### src/rtl/spi_flash_if.sv
// SPI pins plus the word-wide backing-memory read port of the simulated boot flash.
interface spi_flash_if #(
  parameter int DATA_W = 32
);
  logic              sck;
  logic              ss;
  logic              mosi;
  logic              miso;
  logic              rd_req;
  logic [31:0]       rd_addr;
  logic              rd_ack;
  logic [DATA_W-1:0] rd_data;
  logic              cmd_err;

  modport slave (
    input  sck, ss, mosi, rd_ack, rd_data,
    output miso, rd_req, rd_addr, cmd_err
  );

  modport master (
    output sck, ss, mosi, rd_ack, rd_data,
    input  miso, rd_req, rd_addr, cmd_err
  );
endinterface

### src/rtl/spi_flash_slave.sv
// SPI NOR-flash slave (03h/0Bh/05h/9Fh), oversampled on clk, reads served from a word port.
// state | meaning
// IDLE  | deselected, waiting for ss low
// CMD   | shifting in the 8-bit opcode
// ADDR  | shifting in 8*ADDR_BYTES address bits
// DUMMY | fast-read dummy clocks
// DATA  | streaming memory bytes, prefetching the next word
// STAT  | repeating STATUS byte
// ID    | repeating the 3 JEDEC_ID bytes
// ERR   | unsupported opcode, ignore until ss high
module spi_flash_slave #(
  parameter int          ADDR_BYTES = 3,
  parameter int          DUMMY_CYC  = 8,
  parameter int          DATA_W     = 32,
  parameter logic [23:0] JEDEC_ID   = 24'hEF4018,
  parameter logic [7:0]  STATUS     = 8'h00
) (
  input logic        clk,
  input logic        rst_n,
  spi_flash_if.slave bus
);
  localparam int BPW = DATA_W / 8;
  localparam int LB = (BPW > 1) ? $clog2(BPW) : 1;
  localparam logic [31:0] AMASK = (ADDR_BYTES == 4) ? 32'hFFFF_FFFF : 32'h00FF_FFFF;
  localparam logic [31:0] WMASK = ~(32'(BPW) - 32'd1);
  localparam logic [5:0] ABITS_M1 = 6'(8 * ADDR_BYTES - 1);
  localparam logic [5:0] DUMMY_M1 = (DUMMY_CYC > 0) ? 6'(DUMMY_CYC - 1) : 6'd0;

  typedef enum logic [2:0] {
    S_IDLE, S_CMD, S_ADDR, S_DUMMY, S_DATA, S_STAT, S_ID, S_ERR
  } state_t;

  state_t            state, state_nx;
  logic [2:0]        sck_q;
  logic [1:0]        ss_q, mosi_q;
  logic [30:0]       sh;
  logic [5:0]        cnt;
  logic [7:0]        cmd;
  logic [2:0]        bit_idx;
  logic [1:0]        id_byte;
  logic [LB-1:0]     byte_off;
  logic [DATA_W-1:0] cur_buf, nxt_buf;
  logic              cur_valid, nxt_valid, req_tgt_nxt, pf_pend;
  logic              swap, pf_fire, ack_ok, word_last;
  logic [4:0]        id_pos;

  wire        sck_rise  = sck_q[1] & ~sck_q[2];
  wire        sck_fall  = ~sck_q[1] & sck_q[2];
  wire        ss_off    = ss_q[1];
  wire [31:0] sh_in     = {sh, mosi_q[1]};
  wire        last_rise = sck_rise && (cnt == 6'd0);

  // ss synchroniser resets to "deselected" so the FSM does not wake before the pin is seen
  always_ff @(posedge clk or negedge rst_n) begin
    if (!rst_n) begin
      sck_q  <= '0;
      ss_q   <= 2'b11;
      mosi_q <= '0;
    end else begin
      sck_q  <= {sck_q[1:0], bus.sck};
      ss_q   <= {ss_q[0], bus.ss};
      mosi_q <= {mosi_q[0], bus.mosi};
    end
  end

  always_ff @(posedge clk or negedge rst_n) begin
    if (!rst_n) state <= S_IDLE;
    else        state <= state_nx;
  end

  always_comb begin
    state_nx = state;
    if (ss_off) begin
      state_nx = S_IDLE;
    end else begin
      case (state)
        S_IDLE: state_nx = S_CMD;
        S_CMD: if (last_rise) begin
          case (sh_in[7:0])
            8'h03, 8'h0B: state_nx = S_ADDR;
            8'h05:        state_nx = S_STAT;
            8'h9F:        state_nx = S_ID;
            default:      state_nx = S_ERR;
          endcase
        end
        S_ADDR:  if (last_rise) state_nx = (cmd == 8'h0B && DUMMY_CYC != 0) ? S_DUMMY : S_DATA;
        S_DUMMY: if (last_rise) state_nx = S_DATA;
        default: state_nx = state;
      endcase
    end
  end

  always_comb begin
    word_last = (byte_off == LB'(BPW - 1));
    swap      = (state == S_DATA) && sck_fall && (bit_idx == 3'd0) && word_last;
    pf_fire   = (state == S_DATA) && !sck_fall && pf_pend && !bus.rd_req;
    ack_ok    = bus.rd_req && bus.rd_ack && !ss_off;
    id_pos    = {2'd2 - id_byte, bit_idx};
  end

  always_ff @(posedge clk or negedge rst_n) begin
    if (!rst_n) begin
      bus.miso    <= 1'b1;
      bus.rd_req  <= 1'b0;
      bus.rd_addr <= '0;
      bus.cmd_err <= 1'b0;
      sh          <= '0;
      cnt         <= '0;
      cmd         <= '0;
      bit_idx     <= '0;
      id_byte     <= '0;
      byte_off    <= '0;
      cur_buf     <= '0;
      nxt_buf     <= '0;
      cur_valid   <= 1'b0;
      nxt_valid   <= 1'b0;
      req_tgt_nxt <= 1'b0;
      pf_pend     <= 1'b0;
    end else if (ss_off) begin
      bus.miso  <= 1'b1;
      bus.rd_req <= 1'b0;
      cur_valid <= 1'b0;
      nxt_valid <= 1'b0;
      pf_pend   <= 1'b0;
      cnt       <= 6'd7;
    end else begin
      case (state)
        S_IDLE: cnt <= 6'd7;
        S_CMD: if (sck_rise) begin
          sh  <= sh_in[30:0];
          cnt <= cnt - 6'd1;
          if (cnt == 6'd0) begin
            cmd     <= sh_in[7:0];
            cnt     <= ABITS_M1;
            bit_idx <= 3'd7;
            id_byte <= 2'd0;
            if (state_nx == S_ERR) bus.cmd_err <= 1'b1;
          end
        end
        S_ADDR: if (sck_rise) begin
          sh  <= sh_in[30:0];
          cnt <= cnt - 6'd1;
          if (cnt == 6'd0) begin
            bus.rd_req  <= 1'b1;
            bus.rd_addr <= sh_in & AMASK & WMASK;
            req_tgt_nxt <= 1'b0;
            cur_valid   <= 1'b0;
            nxt_valid   <= 1'b0;
            pf_pend     <= 1'b0;
            byte_off    <= (BPW > 1) ? sh_in[LB-1:0] : '0;
            bit_idx     <= 3'd7;
            cnt         <= DUMMY_M1;
          end
        end
        S_DUMMY: if (sck_rise) cnt <= cnt - 6'd1;
        S_DATA: begin
          if (sck_fall) begin
            bus.miso <= cur_valid ? cur_buf[{byte_off, bit_idx}] : 1'b1;
            bit_idx  <= bit_idx - 3'd1;
            if (bit_idx == 3'd7 && word_last) pf_pend <= 1'b1;
            if (bit_idx == 3'd0) begin
              byte_off <= word_last ? '0 : byte_off + LB'(1);
              if (word_last) begin
                cur_buf     <= nxt_buf;
                cur_valid   <= nxt_valid;
                nxt_valid   <= 1'b0;
                req_tgt_nxt <= 1'b0;
              end
            end
          end
          // a prefetch issued after the swap has to land in the (now empty) current buffer
          if (pf_fire) begin
            bus.rd_req  <= 1'b1;
            bus.rd_addr <= (bus.rd_addr + 32'(BPW)) & AMASK;
            req_tgt_nxt <= cur_valid;
            pf_pend     <= 1'b0;
          end
        end
        S_STAT: if (sck_fall) begin
          bus.miso <= STATUS[bit_idx];
          bit_idx  <= bit_idx - 3'd1;
        end
        S_ID: if (sck_fall) begin
          bus.miso <= JEDEC_ID[id_pos];
          bit_idx  <= bit_idx - 3'd1;
          if (bit_idx == 3'd0) id_byte <= (id_byte == 2'd2) ? 2'd0 : id_byte + 2'd1;
        end
        default: ;
      endcase
      if (ack_ok) begin
        bus.rd_req <= 1'b0;
        if (req_tgt_nxt && !swap) begin
          nxt_buf   <= bus.rd_data;
          nxt_valid <= 1'b1;
        end else begin
          cur_buf   <= bus.rd_data;
          cur_valid <= 1'b1;
        end
      end
    end
  end
endmodule

### src/flat_wrapper.sv
// flat-port wrapper written by rule: the top's interface ports become plain ports
module spi_flash_slave_flat 
#(
  parameter int          ADDR_BYTES = 3,
  parameter int          DUMMY_CYC  = 8,
  parameter int          DATA_W     = 32,
  parameter logic [23:0] JEDEC_ID   = 24'hEF4018,
  parameter logic [7:0]  STATUS     = 8'h00
)
  (clk, rst_n, bus_sck, bus_ss, bus_mosi, bus_rd_ack, bus_rd_data, bus_miso, bus_rd_req, bus_rd_addr, bus_cmd_err);
  spi_flash_if #(.DATA_W(DATA_W)) bus_i ();
  input logic clk;
  input logic rst_n;
  input wire logic [$bits(bus_i.sck)-1:0] bus_sck;
  input wire logic [$bits(bus_i.ss)-1:0] bus_ss;
  input wire logic [$bits(bus_i.mosi)-1:0] bus_mosi;
  input wire logic [$bits(bus_i.rd_ack)-1:0] bus_rd_ack;
  input wire logic [$bits(bus_i.rd_data)-1:0] bus_rd_data;
  output wire logic [$bits(bus_i.miso)-1:0] bus_miso;
  output wire logic [$bits(bus_i.rd_req)-1:0] bus_rd_req;
  output wire logic [$bits(bus_i.rd_addr)-1:0] bus_rd_addr;
  output wire logic [$bits(bus_i.cmd_err)-1:0] bus_cmd_err;
  assign bus_i.sck = bus_sck;
  assign bus_i.ss = bus_ss;
  assign bus_i.mosi = bus_mosi;
  assign bus_i.rd_ack = bus_rd_ack;
  assign bus_i.rd_data = bus_rd_data;
  assign bus_miso = bus_i.miso;
  assign bus_rd_req = bus_i.rd_req;
  assign bus_rd_addr = bus_i.rd_addr;
  assign bus_cmd_err = bus_i.cmd_err;
  spi_flash_slave #(.ADDR_BYTES(ADDR_BYTES), .DUMMY_CYC(DUMMY_CYC), .DATA_W(DATA_W), .JEDEC_ID(JEDEC_ID), .STATUS(STATUS)) u_core (.clk(clk), .rst_n(rst_n), .bus(bus_i));
endmodule
### config.mk
export PLATFORM = sky130hd
export DESIGN_NAME = spi_flash_slave_flat
export DESIGN_NICKNAME = d
export VERILOG_FILES = /design/src/rtl/spi_flash_if.sv /design/src/rtl/spi_flash_slave.sv /design/src/flat_wrapper.sv
export SDC_FILE = /design/constraint.sdc
export NUM_CORES = 1
export LEC_CHECK = 0
export BUFFER_PORTS_ARGS = -buffer_cell sky130_fd_sc_hd__buf_2
export CORE_UTILIZATION = 35
export DETAILED_ROUTE_END_ITERATION = 16
export PLACE_DENSITY = 0.61
export SYNTH_ARGS = -nofsm -noshare
export SYNTH_HDL_FRONTEND = slang
export SYNTH_SLANG_ARGS = --single-unit
export TNS_END_PERCENT = 1
### constraint.sdc
create_clock -name clk -period 2.8 [get_ports clk]
set_input_delay 0.42 -clock clk [delete_from_list [all_inputs] [get_ports clk]]
set_output_delay 0.42 -clock clk [all_outputs]
set_load 0.05 [all_outputs]
# After elaboration in Yosys (flattened, before gate mapping)
# Memory sizes are Yosys's and may differ from the RTL's.
# Cells that the tools add are included.
# word_totals
word_cells	205
out_inout_bits	35
in_bits	38
reg_bits	157
romBits	40
memories	2
# memory_table
memory	words	width	read_ports	rd_ports_with_merged_regs	write_ports	line	source
(no name shown)	32	1	1	0	0	spi_flash_slave.sv:184	bus.miso <= JEDEC_ID[id_pos];
(no name shown)	8	1	1	0	0	spi_flash_slave.sv:180	bus.miso <= STATUS[bit_idx];
# op_classes
muxes	86
n_bitwise	5
add_sub_neg	6
n_eq_ne	42
order_cmp	3
reduce_logical	41
# op_table
op	count
32-bit 2-to-1 mux	9
32-bit case mux with 2 select lines	1
1-bit 2-to-1 mux	39
6-bit 2-to-1 mux	6
3-bit by 1-bit != test with 1-bit output (second input constant)	9
24-bit by 3-bit adder with 24-bit output (second input constant)	1
3-bit 2-to-1 mux	8
6-bit case mux with 4 select lines	1
2-bit by 1-bit != test with 1-bit output (second input constant)	11
2-bit 2-to-1 mux	10
5-bit AND reduction	4
8-bit by 4-bit == test with 1-bit output (second input constant)	2
4-bit by 1-bit != test with 1-bit output (second input constant)	4
4-bit AND reduction	4
3-bit == test (second input constant)	5
5-bit by 6-bit < comparator with 1-bit output (second input constant)	2
3-bit case mux with 4 select lines	1
6-bit AND reduction	2
1-bit logical AND	11
1-bit case mux with 2 select lines	5
3-bit case mux with 3 select lines	1
8-bit by 2-bit == test with 1-bit output (second input constant)	1
8-bit by 3-bit == test with 1-bit output (second input constant)	1
8-bit == test (second input constant)	1
28 further kinds	44

# Longest topological paths before layout
# logic_depth
depth_word	10
ltp_mapped	11
mapped_depth_nobuf	7

# Worst setup path after synthesis
# No wires, ideal clock.
# synth_path
path_kind	flip-flop to flip-flop
startpoint	register u_core.bit_idx[0]
endpoint	register u_core.nxt_buf[11]
required_time_ps	2675
n_path_buf	3
t_arrival_ps	2643
setup_time_ps	125
path_slack_ps	32
stages_incl_launch_ff	11
path_cell_list	dfrtp_1 -> clkbuf_1 -> clkbuf_1 -> inv_1 -> ha_1 -> and4bb_1 -> nand3_2 -> nand2_1 -> nor2_1 -> buf_2 -> mux2_2
# synth_between
elab_chain_len	6
# synth_lines
item	line	source
from (decl)	spi_flash_slave.sv:39	logic [2:0] bit_idx;
from (signal assigned)	spi_flash_slave.sv:159	bit_idx <= bit_idx - 3'd1;
from (signal assigned)	spi_flash_slave.sv:181	bit_idx <= bit_idx - 3'd1;
from (signal assigned)	spi_flash_slave.sv:185	bit_idx <= bit_idx - 3'd1;
3-bit logical NOT	spi_flash_slave.sv:95	swap = (state == S_DATA) && sck_fall && (bit_idx == 3'd0) && word_last;
1-bit logical AND (2 in series)	spi_flash_slave.sv:95	
1-bit logical NOT	spi_flash_slave.sv:192	if (req_tgt_nxt && !swap) begin
1-bit logical AND	spi_flash_slave.sv:192	
3-bit AND reduction (no source line)	--	
to (signal assigned)	spi_flash_slave.sv:193	nxt_buf <= bus.rd_data;
to (decl)	spi_flash_slave.sv:42	logic [DATA_W-1:0] cur_buf, nxt_buf;
# Every way passes these cells.
# A chain may end at the register's enable or synchronous reset.

# Worst setup path in the final report
# layout_path
startpoint	register u_core.cnt[0]
endpoint	register u_core.bus.rd_addr[9]
# layout_between
elab_chain_len	3
# layout_lines
item	line	source
from (decl)	spi_flash_slave.sv:37	logic [5:0] cnt;
from (signal assigned)	spi_flash_slave.sv:131	cnt <= cnt - 6'd1;
from (signal assigned)	spi_flash_slave.sv:142	cnt <= cnt - 6'd1;
from (signal assigned)	spi_flash_slave.sv:155	S_DUMMY: if (sck_rise) cnt <= cnt - 6'd1;
6-bit logical NOT	spi_flash_slave.sv:143	if (cnt == 6'd0) begin
2-bit by 1-bit != test with 1-bit output (no source line)	--	
5-bit AND reduction (no source line)	--	
to (signal assigned)	spi_flash_slave.sv:145	bus.rd_addr <= sh_in & AMASK & WMASK;
to (signal assigned)	spi_flash_slave.sv:174	bus.rd_addr <= (bus.rd_addr + 32'(BPW)) & AMASK;
to (decl)	spi_flash_if.sv:17	output miso, rd_req, rd_addr, cmd_err
# Every way passes these cells.

==> out/metrics.csv <==
stage,metric,value,unit
timing,Tmin final,2.39,ns
synth,top-area cell type share of the netlist area,49.6,%
worst_setup_path,FF-to-FF path depth,8,
cells_and_area,P&R area growth vs syn,18.0,%
synth,post-synthesis sequential area ratio,50.7,%
power,peak supply drop,423,uV
global_routing,global-route wire length before repair,28100,um
outcome,status,finished with violations,
global_routing,All-Layer GR Usage,16.4,%
detailed_routing,1st-pass router iterations,4,
global_routing,initial antenna violation count,0,
synth,cell accounting for the most synthesized area,dfrtp_1,
worst_setup_path,"critical path fanouts, max",10,
placed_design,placed cell area,0.00792,mm^2
run,MaxCap Viol Count,0,
synth,register bit total from synthesis,147,
timing,Hold Worst Slack,-0.00779,ns
clocking,Root Driver,clkbuf_16,
synth,synthesized area per cell,10.7,um^2
clocking,"Clk pin slew, worst setup/hold paths",0.06,ns
synth,Synth Instances,676,
worst_setup_path,Crit. Startpoint,u_core.cnt[0],
detailed_routing,drt wl/cell,16.1,um
cells_and_area,Finished Cell Area,0.00857,mm^2
worst_setup_path,CP Class,reg2reg,
die,Placeable Area,0.0203,mm^2
worst_setup_path,Setup crit end kind,flip-flop,
detailed_routing,DR vias/cell,5.22,
clocking,TritonCTS clock tree,done,
cells_and_area,final std cells w/o fill,1020,
synth,synthesized cell area,0.00726,mm^2
clocking,Num CTS Buffers,17,
clocking,Setup Buffers After CTS,0,
die,Row Count,52,
timing,post-route clock skew,0.00988,ns
worst_setup_path,FF-to-FF setup slack,0.41,ns
die,Die X,146,um
synth,top post-synthesis cells by count,"dfrtp_1 (144), mux2_2 (54), inv_1 (38)",
synth,asr flop ratio synth,100,%
placed_design,Routability Congestion,0.835,
timing,hold violation total from the final report,7,
synth,yosys warns,0,
worst_setup_path,Crit Reg-Reg Endpoint,u_core.bus.rd_addr[9],
detailed_routing,met2 routed wirelength,7830,um
global_routing,vias in the first global route,5434,
detailed_routing,top sig layer,met4,
timing,final setup fails,0,
die,chip height,146,um
placed_design,# port buffers,62,
timing,f_max,0.419,GHz
detailed_routing,Total Wirelength,16400,um
worst_setup_path,Worst R2R Start,u_core.cnt[0],
worst_setup_path,CP Launch Type,flip-flop,
power,Pwr Density,587,mW/mm^2
detailed_routing,1st-iter DRT viols,325,
placed_design,Detailed Place HPWL,10800,um
worst_setup_path,critical path data required time,3.14,ns
hold_path,HP Class,in2async,
detailed_routing,DR vias,5328,
timing,total negative setup slack,0,ns
outcome,failing checks,hold timing,
cells_and_area,share of cells above drive strength 1,25.1,%
global_routing,largest net degree at the start of global routing,67,
timing,Slew @ Worst Pin,0.681,ns
die,Initial Util,35.8,%
synth,prevailing post-synth register cell,dfrtp_1,
detailed_routing,Residual DRC,0,
clocking,Skew-Pair Late Insertion Delay,0.43,ns
timing,max-slew violation total from the final report,0,
worst_setup_path,Arrival @ worst endpoint,2.73,ns
timing,RSZ-0062 raised after global routing,false,
power,static leakage,0.00387,uW
placed_design,Inst Count DP,988,
die,Top Ports,73,
clocking,CTS sink cnt,147,
synth,Synth cell types,67,
global_routing,GRT overflow,0,
timing,max_slew headroom,54.5,%
detailed_routing,met3 wire length,473,um
detailed_routing,Metal-1 WL,7910,um
detailed_routing,post-route ant nets,0,
cells_and_area,nets@finish,784,
timing,"Period Utilization, post-route",85.2,%
synth,Post-synth EDFFs,0,
clocking,clock tree buffer depth,2,
synth,most common cell in the netlist,dfrtp_1,
power,Total Power,5030,uW
die,die area,0.0213,mm^2
clocking,H-tree depth,4,
cells_and_area,Antenna Cells,0,
synth,top post-synthesis cells by area,"dfrtp_1 (50%), mux2_2 (8.4%), a22oi_1 (2.8%)",
[how the worst max path moves through the flow]
stage and endpoint:
2_1_floorplan u_core.nxt_buf[11], 3_3_place_gp u_core.cur_buf[24], 3_5_place_dp u_core.cur_buf[5], 4_1_cts u_core.cur_buf[5], 5_1_grt u_core.bus.rd_addr[9], 6_report u_core.bus.rd_addr[9]
[area by class of cell]
| cell class | instances | area (um^2) |
|---|---|---|
| Fill cell | 1973 | 11700 |
| Sequential cell | 147 | 3680 |
| Multi-Input combinational cell | 451 | 3240 |
| Timing Repair Buffer | 82 | 517 |
| Clock buffer | 21 | 470 |
| Tap cell | 270 | 338 |
| Clock inverter | 11 | 174 |
| Inverter | 38 | 143 |
[layout by cell type, fill, tap and decap left out, types with 17 or more instances in the layout]
master	instances
dfrtp_1	144
buf_2	61
mux2_2	54
inv_1	38
nand2_1	36
nor2_1	35
a21oi_1	34
o21ai_1	30
a22oi_1	27
o21ai_0	21
o22a_1	19
clkbuf_16	17
[stage by stage]
step | util, % | setup WS [ns]
final | 42.2 | 0.415
after global routing | 42.2 | 0.169
after CTS | 42.2 | 0.258
after detailed placement | 39.0 | 0.275
after global placement | 39.0 | 0.329
after floorplan | - | 0.0319
[sequential cells by signal, summed over array words and instances (netlist names), 2 cells and up]
| name | count |
|---|---|
| u_core.ss_q | 2 |
| u_core.bus.rd_addr | 22 |
| u_core.nxt_buf | 32 |
| u_core.mosi_q | 2 |
| u_core.cur_buf | 32 |
| u_core.bit_idx | 3 |
| u_core.id_byte | 2 |
| u_core.cmd | 8 |
| u_core.state | 3 |
| u_core.sh | 23 |
| u_core.byte_off | 2 |
| u_core.sck_q | 3 |
| u_core.cnt | 6 |
[worst max-delay path, cell delays in order (launching register included)]
cell     delay (ns)
dfrtp_1        0.40
inv_1          0.07
ha_1           0.21
nor3b_1        0.42
and4_1         0.34
o21a_1         0.39
buf_4          0.25
a21oi_1        0.08
a21oi_1        0.14
[power breakdown]
part	leakage [uW]	internal [uW]	total [uW]	switching [uW]
clock	0.000306	1570	2470	901
sequential	0.00195	2200	2280	81.4
combinational	0.00161	118	279	160
total	0.00387	3880	5030	1140
[per-layer routing]
| metal | vias to the layer above | GRT usage (%) |
|---|---|---|
| li1 | 2584 | - |
| met1 | 2639 | 22.0 |
| met2 | 88 | 26.8 |
| met3 | 17 | 3.23 |
| met4 | 0 | 5.42 |
| met5 | - | 0 |
[cells by family after synthesis]
family	synth area share, %
AND/OR/NAND/NOR	11.9
other	0.0517
XOR/XNOR	0.362
adder cells (fa/ha/maj)	1.83
AO/OA/AOI/OAI	17.1
buffers and inverters	5.27
multiplexers	12.8
flip-flops	50.7
[timing repair]
| item | CTS | global route |
|---|---|---|
| gates resized for setup | 0 | 1 |
| endpoints found under the setup margin | 0 | 13 |
| hold buffers | 0 | 0 |
(Power assumes the default switching activity.)
